### src/rtl/and_qual_n_pkg.sv
// Shared definitions for the and_qual_n family.
//   MODE_LEVEL / MODE_PULSE : output behaviour selectors
//   chan_state_e            : per-channel qualification state
//   clog2()                 : ceiling log2, used to size the run counter
`timescale 100ps/10ps
package and_qual_n_pkg;

  localparam int unsigned MODE_LEVEL = 0;
  localparam int unsigned MODE_PULSE = 1;

  typedef enum logic [1:0] {
    ST_IDLE,
    ST_COUNT,
    ST_QUALIFIED
  } chan_state_e;

  // Ceiling log2 with a floor of 1 so a counter is never zero bits wide.
  function automatic int unsigned clog2(input int unsigned v);
    int unsigned r;
    r = 0;
    for (longint unsigned p = 1; p < longint'(v); p = p << 1) r++;
    return (r == 0) ? 1 : r;
  endfunction

endpackage

### src/rtl/and_qual_chan.sv
// One qualified AND channel: bubbled AND term, sampling flop, saturating run
// counter and registered output bit.
//   clk, rst_n : clock (rising edge) and async active-low clear
//   ce         : clock enable; low holds every register
//   strobes    : WIDTH raw inputs for this channel
//   o          : registered qualified output
//   o_next_c   : combinational next value of o (feeds the shared ANY register)
`timescale 100ps/10ps
module and_qual_chan
  import and_qual_n_pkg::*;
#(
  parameter int unsigned          WIDTH    = 5,
  parameter logic [WIDTH-1:0]     INV_MASK = {{(WIDTH-1){1'b0}}, 1'b1},
  parameter int unsigned          QUAL     = 1,
  parameter int unsigned          MODE     = MODE_LEVEL
) (
  input  logic             clk,
  input  logic             rst_n,
  input  logic             ce,
  input  logic [WIDTH-1:0] strobes,
  output logic             o,
  output logic             o_next_c
);

  localparam int unsigned     CNT_W   = clog2(QUAL + 1);
  localparam logic [CNT_W-1:0] CNT_MAX = CNT_W'(QUAL);
  localparam logic [CNT_W-1:0] CNT_ARM = CNT_W'(QUAL - 1);

  generate
    if (QUAL < 1) begin : g_bad_qual
      $error("and_qual_chan: QUAL must be at least 1");
    end
    if (WIDTH < 2 || WIDTH > 16) begin : g_bad_width
      $error("and_qual_chan: WIDTH must be within 2..16");
    end
    if (MODE > MODE_PULSE) begin : g_bad_mode
      $error("and_qual_chan: MODE must be 0 or 1");
    end
  endgenerate

  logic             term_c;
  logic             t_q;
  logic [CNT_W-1:0] cnt;
  logic [CNT_W-1:0] cnt_next;
  chan_state_e      state;
  chan_state_e      state_next;

  // Bubbled AND term.
  always_comb begin
    term_c = &(strobes ^ INV_MASK);
  end

  // State, counter, sample and output registers.
  always_ff @(posedge clk or negedge rst_n) begin
    if (!rst_n) begin
      t_q   <= 1'b0;
      cnt   <= '0;
      state <= ST_IDLE;
      o     <= 1'b0;
    end else if (ce) begin
      t_q   <= term_c;
      cnt   <= cnt_next;
      state <= state_next;
      o     <= o_next_c;
    end
  end

  // Next-state: any false sample restarts; counter saturates at QUAL.
  always_comb begin
    cnt_next   = cnt;
    state_next = state;
    o_next_c   = 1'b0;

    if (!t_q) begin
      cnt_next   = '0;
      state_next = ST_IDLE;
    end else if (cnt != CNT_MAX) begin
      cnt_next   = cnt + CNT_W'(1);
      state_next = (cnt_next == CNT_MAX) ? ST_QUALIFIED : ST_COUNT;
    end

    // Pulse fires only on the increment into QUAL, so it cannot repeat
    // until a false sample has cleared the counter.
    if (MODE == MODE_PULSE) begin
      o_next_c = t_q && (cnt == CNT_ARM);
    end else begin
      o_next_c = (state_next == ST_QUALIFIED);
    end
  end

endmodule

### src/rtl/and_qual_n.sv
// Multi-channel qualified AND with per-input bubbles.
//   C    : clock, rising edge
//   CLRN : asynchronous clear, active-low
//   CE   : clock enable; low holds all state
//   I    : CHANNELS*WIDTH inputs, channel k at [k*WIDTH +: WIDTH]
//   O    : registered qualified output per channel
//   ANY  : registered OR of the next-state of O
`timescale 100ps/10ps
module and_qual_n
  import and_qual_n_pkg::*;
#(
  parameter int unsigned      CHANNELS = 1,
  parameter int unsigned      WIDTH    = 5,
  parameter logic [WIDTH-1:0] INV_MASK = {{(WIDTH-1){1'b0}}, 1'b1},
  parameter int unsigned      QUAL     = 1,
  parameter int unsigned      MODE     = MODE_LEVEL
) (
  input  logic                      C,
  input  logic                      CLRN,
  input  logic                      CE,
  input  logic [CHANNELS*WIDTH-1:0] I,
  output logic [CHANNELS-1:0]       O,
  output logic                      ANY
);

  generate
    if (CHANNELS < 1) begin : g_bad_channels
      $error("and_qual_n: CHANNELS must be at least 1");
    end
  endgenerate

  logic [CHANNELS-1:0] o_next_c;

  // Independent channels.
  for (genvar k = 0; k < int'(CHANNELS); k++) begin : g_chan
    and_qual_chan #(
      .WIDTH    (WIDTH),
      .INV_MASK (INV_MASK),
      .QUAL     (QUAL),
      .MODE     (MODE)
    ) u_chan (
      .clk      (C),
      .rst_n    (CLRN),
      .ce       (CE),
      .strobes  (I[k*WIDTH +: WIDTH]),
      .o        (O[k]),
      .o_next_c (o_next_c[k])
    );
  end

  // ANY is built from next-state so it lands on the same edge as O.
  always_ff @(posedge C or negedge CLRN) begin
    if (!CLRN) begin
      ANY <= 1'b0;
    end else if (CE) begin
      ANY <= |o_next_c;
    end
  end

endmodule

### config.mk
export PLATFORM = sky130hd
export DESIGN_NAME = and_qual_n
export DESIGN_NICKNAME = d
export VERILOG_FILES = /design/src/rtl/and_qual_n_pkg.sv /design/src/rtl/and_qual_chan.sv /design/src/rtl/and_qual_n.sv
export SDC_FILE = /design/constraint.sdc
export NUM_CORES = 1
export LEC_CHECK = 0
export CAP_MARGIN = 20
export CORE_AREA = 2 2 39 41
export CTS_CLUSTER_DIAMETER = 150
export DETAILED_ROUTE_END_ITERATION = 8
export DIE_AREA = 0 0 41 43
export DONT_BUFFER_PORTS = 1
export PLACE_DENSITY = 0.3
export SYNTH_ARGS = -nofsm -noshare
export SYNTH_HDL_FRONTEND = slang
export SYNTH_SLANG_ARGS = --single-unit
### constraint.sdc
create_clock -name C -period 0.9 [get_ports C]
set_input_delay 0.27 -clock C [delete_from_list [all_inputs] [get_ports C]]
set_output_delay 0.27 -clock C [all_outputs]
set_load 0.05 [all_outputs]
* Word-level counts from Yosys, hierarchy flattened *
Index checks and enable logic that the tools add are counted.

word-level totals
  register bits after elaboration = 5
  input port bits = 8
  output and inout port bits = 2
  word-level logic and storage cells = 13

cells by class
  $add $sub $neg = 1
  equal/unequal tests = 1
  muxes and demuxes = 5
  bitwise gates (word level) = 1
  reductions and logical operators = 1

operators with widths
  kind                 number
  $mux 2               3
  $reduce_and 5->1     1
  $eq 2x2->1 const B   1
  $mux 1               2
  $add 1x1->1 const B  1
  $not 1->1            1

* Longest topological paths before layout *
  depth after elaboration = 5
  gate-level depth with buffers = 3
  depth with buffers taken out = 3

* Hierarchy *
Synthesis repeated with hierarchy kept, for this count alone.

unflattened totals
  cells, all modules = 22
  area total of the unflattened synthesis = 264.0 µm²

modules (own cells, without submodules)
  module         times used  cells an instance  area an instance (µm²)  seq. area each (µm²)
  and_qual_chan  1           20                 224.0                   125.1
  and_qual_n     1           2                  40.0                    25.0

* Worst setup path before layout *
Ideal clock, no wire load.

  kind = reg2out
  start = reg ANY (netlist name)
  end = out O
  data arrival time = 904 ps
  required time = 630 ps
  slack = -274 ps
  stages on the path, launching flop included = 2
  path buffers = 1
  path through = dfrtp_1 -> buf_4

RTL lines
  element           RTL line          source
  end: declaration  and_qual_n.sv:22  output logic [CHANNELS-1:0] O,

* Final worst setup path *
  start = reg ANY
  end = out ANY

RTL lines
  element                   RTL line          source
  start: declaration        and_qual_n.sv:23  output logic ANY
  start signal: assignment  and_qual_n.sv:56  ANY <= |o_next_c;

No word-level cell between the ends.

==> results <==
- Setup violations remaining at the end of the flow were counted as 2.
- From synthesis to final layout, the design area changed by 40.5%.
- The worst hold path stage count is 1.
- In this run the most critical hold path is launched from CE.
- The post-CTS clock slew at the launch and capture registers of the worst setup and hold paths is 0.05 ns.
- The internal power of the cells is ~0.42 mW.
- For this design the static power due to leakage is 0.119 nW.
- The violation count after the first detailed-routing iteration is 0.
- Detailed routing placed a total of 167 um of wire on met2.
- In the finished design, the share of the clock period the worst path needs comes to 1.24.
- The via count is between 150 and 200.
- The count of synthesis-stage warnings from yosys is 0.
- The post-layout instance area is a little under 300 um2.
- The mean instance size in the synthesized netlist is 9.55 um2.
- In the global route stage, overall resource usage came out at 0.0694.
- The maximum fanout count along the critical path is 3.
- The type of destination of the critical path is an output pin.
- The minimum clock period is between 1 and 1.5 ns.
- The multi-input combinational cells in the finished layout cover a total of 57.6 um2.
- The level count of the clock H-tree is 1.
- The worst vdd rail ir drop is 0.718 mV.
- The length of routed met3 wiring is 71 um.
- The total placed instance area is 259 um2.
- The transition time of the tightest slew-check pin is 0.244 ns.
- The family with the most delay on the worst path is flip-flops.
- In this run the worst hold path is classified as in -> reg.
- The share of total power dissipated in combinational logic is 0.072.
- Measured along the x axis, the die boundary spans 41 um.
- The number of global-route vias before repair is between 150 and 200.
- The required time of the critical path is between 0.6 and 0.7 ns.
- The average via count per standard cell is 3.98.
- The areal power density over the cells is 1840 nW/um2.
- After synthesis the netlist holds a flip-flop and latch count of 5.
- The total grt overflow is 0.
- The share of the Yosys chip area taken by registers is 0.595.
- The initial utilization of the core area, before any placement, comes to 0.152.
- The global-route wire length before repair is a little over 700 um.
- In this run the count of I/O pins placed on the die edge is 10.
- The worst register-to-register path begins at g_chan[0].u_chan.cnt$_DFFE_PN0P_.
- The worst min-delay path endpoint is g_chan[0].u_chan.state[0]$_DFFE_PN0P_.
- The maximum number of pins on one net before global-route repair is 9.
- The die covers between 1500 and 2000 um2.
- The buffering stage count on the worst path with inverters included is 1.
- The final reports fail on negative setup slack.
- The worst register-to-register path ends at g_chan[0].u_chan.state[1]$_DFFE_PN0P_.
- The maximum count of clock buffers along a single path is 2.
- The fraction of power spent switching nets is 0.228.
- TritonCTS built the clock tree.
- Traced cell by cell, the critical path runs through buf_12.
- The residual DRC count is 0.
- The part of the power in the clock network is 0.489.
- The depth of the most critical reg-to-reg path is 3.
- The final layout contains routed wiring with a total length of 404 um.
- The critical path's largest stage delay is approximately 0.44 ns.
- Buffers placed on the I/O ports in this run total 0.
- After detailed routing, the average wire length per cell comes to 9.40 um.
- The tightest slew margin relative to the limit is 0.837.
- The number of antenna repair diodes is 0.
- Across the run, the number of max-cap violations was 0.
- Derived from the worst setup path, the maximum achievable clock frequency is around 900 MHz.
- The setup slack of the most critical reg-to-reg path is 0.18 ns.
- After floorplanning, the core was divided into 14 placement rows.
- Setup repair after global routing could not meet its margin everywhere.
- After detailed routing, the wire length on met1 is around 170 um.
- Fill cells in the final layout number 150.
- The tree is rooted in a clkbuf_4.
- In the final design database the tool counted 36 nets.
- The max-slew violation count is 0.
- Data arrives at the worst endpoint at 0.85 ns.
- For this run, the detailed router's first-pass iteration total came to 1.
- The clock sink total is 5.
- The sequential cells in the finished layout cover a total of between 100 and 150 um2.
- The share of total power in sequential cells is 0.439.
- The sort of element at the start of the critical path is a register.
- The setup path with the least slack is of type reg -> out.
- The core region is 1380 um2.
- The distinct cell type count of the synthesized netlist is 10.
- In the synthesized netlist, the number of instances is 22.
- Of the cells placed in the final design, the portion with a size suffix greater than 1 is 0.222.
- The hold violation count in the final report is 0.
- The last weighted congestion value of the routability-driven placer is 0.640.
- TritonCTS created 3 clock buffers.
- The run finished, with violations left.
- On the critical path, the stage with the largest delay is an instance of dfrtp_2.
- After clock tree synthesis, the repair step resized 0 gates.
- The number of antenna violations at the first check in global routing is 0.
- For this design the total switching power over the nets is 0.124 mW.
- Once detail routing completed, the nets flagged for antenna violations numbered 0.
- The clock arrives with 0.00565 ns of skew.
- The height of the chip is 43 um.
- The total nets after synthesis is 30.
- The clock reaches the later pin of the worst-skew pair after 0.25 ns.
- Across all setup checks in the final design, the least slack found is -0.219 ns.
- The combined area of all synthesized cells is 210 um2.
- Routed signal wires occupy layers up through met3.
- At the end of the flow the core is filled with cells to 0.213.
## kinds of logic after synthesis
family / Yosys count / synth area share
flops: 5 / 0.595
simple gates: 4 / 0.0952
compound gates: 7 / 0.179
buf+inv: 6 / 0.131
## power by group through the flow
stage          Clock [mW]  Combinational, mW  Sequential, mW
2_1_floorplan           0             0.0239           0.245
4_1_cts             0.278             0.0401           0.239
3_3_place_gp            0             0.0319           0.242
3_5_place_dp            0             0.0319           0.242
5_1_grt             0.312             0.0430           0.239
6_report            0.266             0.0392           0.239
## sequential cells by signal, indices dropped and copies added (netlist names)
register             cells
g_chan.u_chan.state      2
ANY                      1
g_chan.u_chan.cnt        1
g_chan.u_chan.t_q        1
## cell usage after synthesis
library cell,count,area (um2)
a21oi_1,4,20.0
buf_4,1,7.51
clkbuf_2,1,5.00
dfrtp_1,5,125
inv_1,4,15.0
nand2_1,2,7.51
nand3_1,1,5.00
nand3b_1,1,7.51
o21ai_0,1,5.00
o22ai_1,2,12.5
## worst max-delay path by stage
stage                     from  cells past startpoint  slack (ns)  end
2_1_floorplan  ANY$_DFFE_PN0P_                      1       -0.08    O
3_3_place_gp   ANY$_DFFE_PN0P_                      1        0.05  ANY
3_5_place_dp   ANY$_DFFE_PN0P_                      1        0.04  ANY
4_1_cts        ANY$_DFFE_PN0P_                      1       -0.23  ANY
5_1_grt        ANY$_DFFE_PN0P_                      1       -0.25    O
6_report       ANY$_DFFE_PN0P_                      1       -0.22  ANY
## layout by cell type, fill, tap and decap left out, drive strengths merged
master,instances
inv,4
nand2,2
nand3,1
a21oi,4
nand3b,1
o22ai,2
buf,2
clkbuf,4
dfrtp,5
o21ai,1
dlygate4sd3,1
## stage by stage
step | setup slack [ns] | TNS, ns | hold slack, ns | total power, mW | std cells
floorplan | -0.0759 | -0.0759 | -0.0256 | 0.269 | 22
global placement | 0.0497 | 0 | -0.0254 | 0.274 | 38
detailed placement | 0.0414 | 0 | -0.0254 | 0.274 | 38
CTS | -0.231 | -0.461 | 0.0954 | 0.556 | 43
global route | -0.247 | -0.495 | 0.0847 | 0.593 | 43
finish | -0.219 | -0.438 | 0.103 | 0.544 | 43
## timing repair
item | 4_1_cts | 5_1_grt
endpoints found under the hold margin | 5 | 0
hold buffers | 1 | 0
setup endpoints to repair | 2 | 2
buffers inserted | 0 | 0
pin swaps | 0 | 0
## metal layers
metal | vias to the layer above | track usage
li1 | 82 | -
met1 | 77 | 0.0809
met2 | 12 | 0.0688
met3 | 0 | 0.0995
met4 | 0 | 0.0200
met5 | - | 0
## cell type report
| cell class | count | share of cell area |
|---|---|---|
| multi-input cells | 11 | 0.195 |
| inverters | 4 | 0.0508 |
| clock buffers | 4 | 0.0890 |
| well taps | 16 | 0.0678 |
| flip-flops and latches | 5 | 0.428 |
| repair buffers | 3 | 0.169 |
Note: power is estimated with default switching activity, not from simulation.
